<file path="src/rtl/cdb_arbiter.sv">
// cdb_arbiter: per-lane result FIFOs drained by a round-robin
// write-back arbiter onto the common data bus.
package cdb_pkg;
    typedef struct packed {
        logic        valid;
        logic [5:0]  rob_id;
        logic [31:0] rd_v;
    } cdb_entry_t;
endpackage

module cdb_arbiter
    import cdb_pkg::*;
#(
    parameter int WRITE_PORTS_IN  = 4,
    parameter int WRITE_PORTS_OUT = 2,
    parameter int DEPTH_WIDTH     = 2
) (
    input  logic                             clk,
    input  logic                             rst,
    input  cdb_entry_t [WRITE_PORTS_IN-1:0]  result_in,
    input  logic                             flush,
    output cdb_entry_t [WRITE_PORTS_OUT-1:0] broadcast,
    output logic                             stall,
    output logic                             overflow
);
    localparam int NI = WRITE_PORTS_IN;
    localparam int NO = WRITE_PORTS_OUT;
    localparam int DW = DEPTH_WIDTH;
    localparam int PW = (NI > 1) ? $clog2(NI) : 1;
    localparam int EW = $bits(cdb_entry_t) - 1;
    localparam logic [DW:0] FULL   = {1'b1, {DW{1'b0}}};
    localparam logic [DW:0] ALMOST = FULL - 1'b1;

    logic [EW-1:0] r_mem [NI][1<<DW];
    logic [DW-1:0] r_rd  [NI];
    logic [DW-1:0] r_wr  [NI];
    logic [DW:0]   r_cnt [NI];
    logic [PW-1:0] r_rr;
    cdb_entry_t [NO-1:0] r_bc;
    logic          r_ovf;

    logic [NI-1:0] w_grant;
    logic [NI-1:0] w_push;
    logic [NI-1:0] w_wr;
    logic [PW-1:0] w_sel [NO];
    logic [NO-1:0] w_sel_v;
    logic [PW-1:0] w_lane;
    logic [PW-1:0] w_last;
    logic [PW-1:0] w_next;
    logic          w_any;
    logic          w_stall;
    int            w_n;

    // Scan from r_rr; port k takes the k-th non-empty lane found.
    always_comb begin
        w_grant = '0;
        w_sel_v = '0;
        w_any   = 1'b0;
        w_last  = '0;
        w_lane  = '0;
        w_n     = 0;
        for (int k = 0; k < NO; k++) begin
            w_sel[k] = '0;
        end
        for (int i = 0; i < NI; i++) begin
            w_lane = PW'((int'(r_rr) + i) % NI);
            if (r_cnt[w_lane] != '0 && w_n < NO) begin
                w_grant[w_lane] = 1'b1;
                for (int k = 0; k < NO; k++) begin
                    if (k == w_n) begin
                        w_sel[k]   = w_lane;
                        w_sel_v[k] = 1'b1;
                    end
                end
                w_last = w_lane;
                w_any  = 1'b1;
                w_n    = w_n + 1;
            end
        end
        w_next = PW'((int'(w_last) + 1) % NI);
    end

    // A full lane still accepts a push when its head pops that cycle.
    always_comb begin
        w_stall = flush;
        for (int l = 0; l < NI; l++) begin
            w_push[l] = result_in[l].valid & ~flush;
            w_wr[l]   = w_push[l] & ((r_cnt[l] != FULL) | w_grant[l]);
            if (r_cnt[l] >= ALMOST) begin
                w_stall = 1'b1;
            end
        end
    end

    always_ff @(posedge clk) begin
        for (int l = 0; l < NI; l++) begin
            if (w_wr[l]) begin
                r_mem[l][r_wr[l]] <= {result_in[l].rob_id, result_in[l].rd_v};
            end
        end
    end

    always_ff @(posedge clk or negedge rst) begin
        if (!rst) begin
            for (int l = 0; l < NI; l++) begin
                r_rd[l]  <= '0;
                r_wr[l]  <= '0;
                r_cnt[l] <= '0;
            end
            r_rr  <= '0;
            r_bc  <= '0;
            r_ovf <= 1'b0;
        end else if (flush) begin
            for (int l = 0; l < NI; l++) begin
                r_rd[l]  <= '0;
                r_wr[l]  <= '0;
                r_cnt[l] <= '0;
            end
            r_rr <= '0;
            r_bc <= '0;
        end else begin
            for (int l = 0; l < NI; l++) begin
                if (w_wr[l]) begin
                    r_wr[l] <= r_wr[l] + 1'b1;
                end
                if (w_grant[l]) begin
                    r_rd[l] <= r_rd[l] + 1'b1;
                end
                if (w_wr[l] && !w_grant[l]) begin
                    r_cnt[l] <= r_cnt[l] + 1'b1;
                end else if (!w_wr[l] && w_grant[l]) begin
                    r_cnt[l] <= r_cnt[l] - 1'b1;
                end
                if (w_push[l] && !w_wr[l]) begin
                    r_ovf <= 1'b1;
                end
            end
            for (int k = 0; k < NO; k++) begin
                if (w_sel_v[k]) begin
                    r_bc[k] <= {1'b1, r_mem[w_sel[k]][r_rd[w_sel[k]]]};
                end else begin
                    r_bc[k] <= '0;
                end
            end
            if (w_any) begin
                r_rr <= w_next;
            end
        end
    end

    assign broadcast = r_bc;
    assign stall     = w_stall;
    assign overflow  = r_ovf;
endmodule

</file>
<file path="config.mk">
export PLATFORM = sky130hd
export DESIGN_NAME = cdb_arbiter
export DESIGN_NICKNAME = d
export VERILOG_FILES = /design/src/rtl/cdb_arbiter.sv
export SDC_FILE = /design/constraint.sdc
export NUM_CORES = 1
export LEC_CHECK = 0
export BUFFER_PORTS_ARGS = -buffer_cell sky130_fd_sc_hd__buf_2
export CORE_MARGIN = 5
export CORE_UTILIZATION = 45
export CTS_BUF_LIST = sky130_fd_sc_hd__clkbuf_4 sky130_fd_sc_hd__clkbuf_8
export DETAILED_ROUTE_END_ITERATION = 12
export PLACE_DENSITY_LB_ADDON = 0.2
export SLEW_MARGIN = 20
export SYNTH_ARGS = -nofsm -noshare
export SYNTH_HDL_FRONTEND = slang
export SYNTH_SLANG_ARGS = --single-unit
</file>
<file path="constraint.sdc">
create_clock -name clk -period 15.2 [get_ports clk]
set_clock_uncertainty 0.2 [all_clocks]
set_input_delay 3.8 -clock clk [delete_from_list [all_inputs] [get_ports clk]]
set_output_delay 3.8 -clock clk [all_outputs]
set_load 0.005 [all_outputs]
</file>
* Yosys cells after proc, flatten, opt, wreduce, memory -nomap -nowiden
Memory sizes are Yosys's and may differ from the RTL's.
Index checks and enable logic that the tools add are counted.
** Word-level totals
- Memory bits (writable) :: 608
- Input port bits :: 159
- Memories :: 1
- Bits in latches :: 0
- ROM bits :: 0
- Register bits after elaboration :: 109
- Logic and storage cells :: 275
- Output and inout port bits :: 80
** Operators by class
- $mul :: 0
- Equal/unequal tests :: 7
- Add/subtract/negate cells :: 22
- Bitwise logic cells :: 28
- Muxes and demuxes :: 113
- Divide/modulo/power cells :: 0
- Reductions and logical operators :: 53
- Shift-type cells :: 0
- Magnitude comparators :: 31
** Memory list
- r_mem :: depth 4, bits a word 152, rd ports 2, clocked after Yosys merged registers in 0, write ports 4, line 34 : logic [EW-1:0] r_mem [NI][1<<DW];
** Operators by type and width (count)
- $mux 152 :: 4
- $demux 38 s2 :: 4
- $mux 38 :: 8
- $bmux 38 s2 :: 2
- $eq 2x32->1 const A :: 3
- $logic_not 32->1 :: 3
- $lt 32x3->1 const B :: 3
- $mux 39 :: 2
- $mux 78 :: 1
- $add 32x2->32 const B :: 2
- $mux 32 :: 2
- $mux 2 :: 27
- $mux 3 :: 16
- $ge 3x3->1 const B :: 12
- $not 2->3 :: 12
- $mux 4 :: 7
- $mux 1 :: 27
- $bmux 3 s2 :: 4
- $reduce_bool 3->1 :: 8
- $logic_and 1x1->1 :: 23
- $add 2x1->2 const B :: 10
- $reduce_bool 2->1 :: 9
- $mux 8 :: 2
- $add 3x1->3 const B :: 4
- other kinds (17) :: 59

* Longest topological paths before layout
- Depth in word-level cells :: 25
- Depth in mapped cells :: 25
- Mapped depth without buffers :: 20

* Worst setup path after synthesis
Ideal clock, no wire load.
- Kind :: input to output
- Start point :: input port flush
- End point :: output port stall
- Path slack :: 6.835 ns
- Buffers on the path :: 2
- Arrival time :: 4.365 ns
- Required time :: 11.200 ns
- Stages on the path :: 4
- Cell sequence :: buf_2 -> clkbuf_1 -> a21oi_1 -> nand3_1
** Between the ends
- Word-level cells in the longest chain between the ends :: 4
** RTL lines
- start: declaration :: line 21 : input logic flush,
- $mux 1 (4 in a row) :: line 89 : if (r_cnt[l] >= ALMOST) begin
- end: declaration :: line 23 : output logic stall,
No other way between the ends.

* Final worst setup path
Same ends and word-level chain as after synthesis.

==> summary.md <==
| Metric | Value |
|---|---|
| Post-Syn Area | 34500 sq um |
| Layout area overhead | 13.0% |
| DRT antenna net count | 0 |
| Vias after detailed routing | 24800 |
| TritonCTS Buffers | approximately 120 |
| Fillers | ~6500 |
| Worst Path Arrival | 4.63 ns |
| Vias per std cell | about 6.2 |
| Post-CTS resize count | 0 |
| Num rows | 101 |
| Syn Inst Count | 2633 |
| Tmin final | 8.63 ns |
| Post-synth EDFFs | 608 |
| Initial Util | 45.4% |
| Sink Count | between 700 and 800 |
| Initial antenna violation count | 28 |
| Largest net degree at the start of global routing | 180 |
| Critical path's slowest cell | buf_4 |
| Clk slew on worst S/H paths | approximately 0.06 ns |
| Critical R2R Capture | broadcast[25]$_DFF_PN0_ |
| Yosys reg bits | 717 |
| Total core area | 75900 sq um |
| Worst-Skew Late Latency | 0.73 ns |
| Hold EP | overflow$_DFFE_PN0P_ |
| Clk root buf | clkbuf_8 |
| Slew margin rel. | 20.1% |
| I/O pin total | around 240 |
| Critical path type | input pin to output pin |
| R2R setup slack | 6.61 ns |
| Final Hold Fails | 0 |
| Critical path peak fanout | 44 |
| Delay-heaviest family, CP | buffers and inverters |
| Min-delay src | overflow$_DFFE_PN0P_ |
| Combinational family with the most area after synthesis | multiplexers |
| Routability cong. | between 0.8 and 0.9 |
| CTS tree | yes |
| Library cells used by synthesis | 72 |
| Total track usage | 27.3% |
| Crit. path cell count | 5 |
| Crit end category | output pin |
| Worst Hold Class | flop to flop |
| Drc violations | 0 |
| Synth Area in Simple Gates | 10.1% |
| Endpoints failing setup | 0 |
| Total grt overflow | 0 |
| # hold bufs at CTS | 0 |
| CP Buf/Inv Count | 3 |
| Die width | 287 microns |
| RSZ-0062 raised after global routing | false |
| Routed wire length | 116000 microns |
| Input/output buffers | 238 |
| Die height | 287 microns |
| Hold path depth | 1 |
| Routed length per instance | 29.1 microns |
| CP required | 11.20 ns |
| Hpwl dp | 64800 microns |
| Worst slew pin tran | 1.20 ns |
| RR Startpoint | r_rr[0]$_DFFE_PN0P_ |
| Max stage delay on crit path | 0.26 ns |
| Mux share of post-synthesis cell area | 16.1% |
| Drt pass-1 iters | 6 |
| Final period util | 56.8% |
| Die ar. | 82200 sq um |
| Nets@finish | 3026 |
| Clock buffer depth | 3 |
| Ys async rst share | 15.2% |
| Setup TNS | 0 ns |
| Syn Nets | 2826 |
| Most frequent CP cell | buf_2 |
| Synth Area in Compound Gates | 7.88% |
| Layout cells sized above 1 | 19.9% |
| Post-synthesis sequential area ratio | 60.9% |
| Critical Path Start Type | input pin |
| Post-Syn Area per Cell | 13.1 sq um |
| Post-Synth Adder-Cell Area | 1.34% |
| Post-synth top flop | edfxtp_1 |
| XOR/XNOR share of the synthesized area | 0.407% |
| Synth warn | 0 |
| Outcome | finished clean |
| Post-CTS Setup Bufs | 0 |
| Vias in the first global route | 25200 |
| Max cap viols | 0 |
| DRT iter0 DRCs | 2771 |
| First-pass GRT wire length | 167000 microns |
| Achievable Freq | 116 MHz |
| H-tree Lvls | 3 |
| Worst R2R Path Depth | 20 |
| Critical-path cell list | buf_2, buf_4, a21oi_1, nand3_1, buf_2 |
| Max-slew violations | 0 |
-- kinds of logic after synthesis --
kind of cell | Yosys count
buf+inv | 236
fa+ha+maj | 34
simple gates | 702
mux | 545
compound gates | 383
xor+xnor | 16
flops | 717
-- sequential cells by signal, summed over array words and instances (netlist names) --
register,flops
r_mem,608
broadcast,78
r_rd,8
overflow,1
r_wr,8
r_cnt,12
r_rr,2
-- how the worst max path moves through the flow --
stage | startpoint | slack (ns) | endpoint
2_1_floorplan | flush | 6.83 | stall
3_3_place_gp | flush | 6.57 | stall
3_5_place_dp | flush | 6.55 | stall
4_1_cts | flush | 6.55 | stall
5_1_grt | r_rr[0]$_DFFE_PN0P_ | 6.15 | broadcast[26]$_DFF_PN0_
6_report | flush | 6.57 | stall
-- cells in the mapped netlist (all sizes together) (6+ instances only) --
master,instances,area share (%)
and3,6,0.11
and2,22,0.40
nand3,16,0.25
o22ai,155,2.8
a32o,37,1.1
nor3,86,1.3
nor2,346,3.8
clkbuf,110,1.2
a211o,37,0.94
nand2,29,0.32
o21ai,11,0.19
dfrtp,109,7.9
or3,6,0.12
a211oi,43,0.95
ha,29,1.1
mux2,42,1.4
nor4,117,2.1
xnor2,15,0.38
nand3b,10,0.22
buf,97,1.8
or4,41,0.90
a21o,7,0.15
edfxtp,608,53
mux2i,501,15
inv,29,0.32
a21oi,53,0.77
-- metal layers --
| layer | part of all wire, % | global-route usage [%] | vias to the layer above |
|---|---|---|---|
| li1 | - | - | 10700 |
| met1 | 41 | 36.5 | 12600 |
| met2 | 47 | 44.1 | 1306 |
| met3 | 8.6 | 5.74 | 254 |
| met4 | 3.2 | 10.1 | 14 |
| met5 | 0.082 | 0 | - |
-- cell type report --
cell class	count	area, sq um	share of cell area [%]
antenna	21	52.6	0.135
multi-input combinational	1680	12500	32.1
inverter	29	109	0.280
timing repair buffer	288	1600	4.11
clock inverter	36	179	0.460
clock buffer	185	2210	5.67
tap	1030	1290	3.31
sequential	717	21000	53.9
-- cells in the final DEF, fill, tap and decap left out, types with 5 or more instances in the layout --
master,count
edfxtp_1,608
mux2i_1,497
nor2_1,345
buf_2,237
o22ai_1,155
clkbuf_8,131
nor4_1,116
dfrtp_1,109
nor3_1,85
clkbuf_4,54
a21oi_1,50
buf_4,47
a211oi_1,42
mux2_2,41
or4_1,40
a32o_1,37
a211o_1,37
inv_1,29
nand2_1,29
ha_1,29
diode_2,21
clkinv_2,17
xnor2_1,15
clkinv_1,14
and2_2,13
nand3_1,12
o21ai_0,10
nand3b_1,10
and2_1,6
and3_1,6
a21o_1,5
nor2b_1,5
a222oi_1,5
a31oi_1,5
fa_1,5
-- worst register-to-register path, stage by stage, from the launching register on --
cell and delay, ns:
dfrtp_1 0.91, inv_1 0.40, ha_1 0.69, mux4_2 0.51, ha_1 0.35, nor2b_1 0.16, nand3_1 0.12, nand2_1 0.25
inv_1 0.15, fa_1 0.45, nor2b_1 0.15, nand3_1 0.15, nand2b_1 0.24, nand4_4 0.21, mux2i_4 0.38, mux2i_4 0.52
buf_4 0.81, buf_4 0.81, mux2i_1 0.37, o22ai_1 0.11, or4_1 0.56
-- through the flow --
stage / hold WS (ns) / setup WS (ns) / util, % / area (sq um) / cells
after floorplan: 0.268 / 6.83 / - / 34500 / 2633
after global placement: 0.263 / 6.57 / 48.0 / 36500 / 3742
after detailed placement: 0.268 / 6.55 / 48.0 / 36500 / 3743
after CTS: 0.286 / 6.55 / 51.2 / 38900 / 3964
after global routing: 0.306 / 6.15 / 51.2 / 38900 / 3973
final: 0.279 / 6.57 / 51.3 / 38900 / 3986
Power is not shown: default switching activity piles up to over one toggle a cycle in this logic, so the estimate is an artifact.
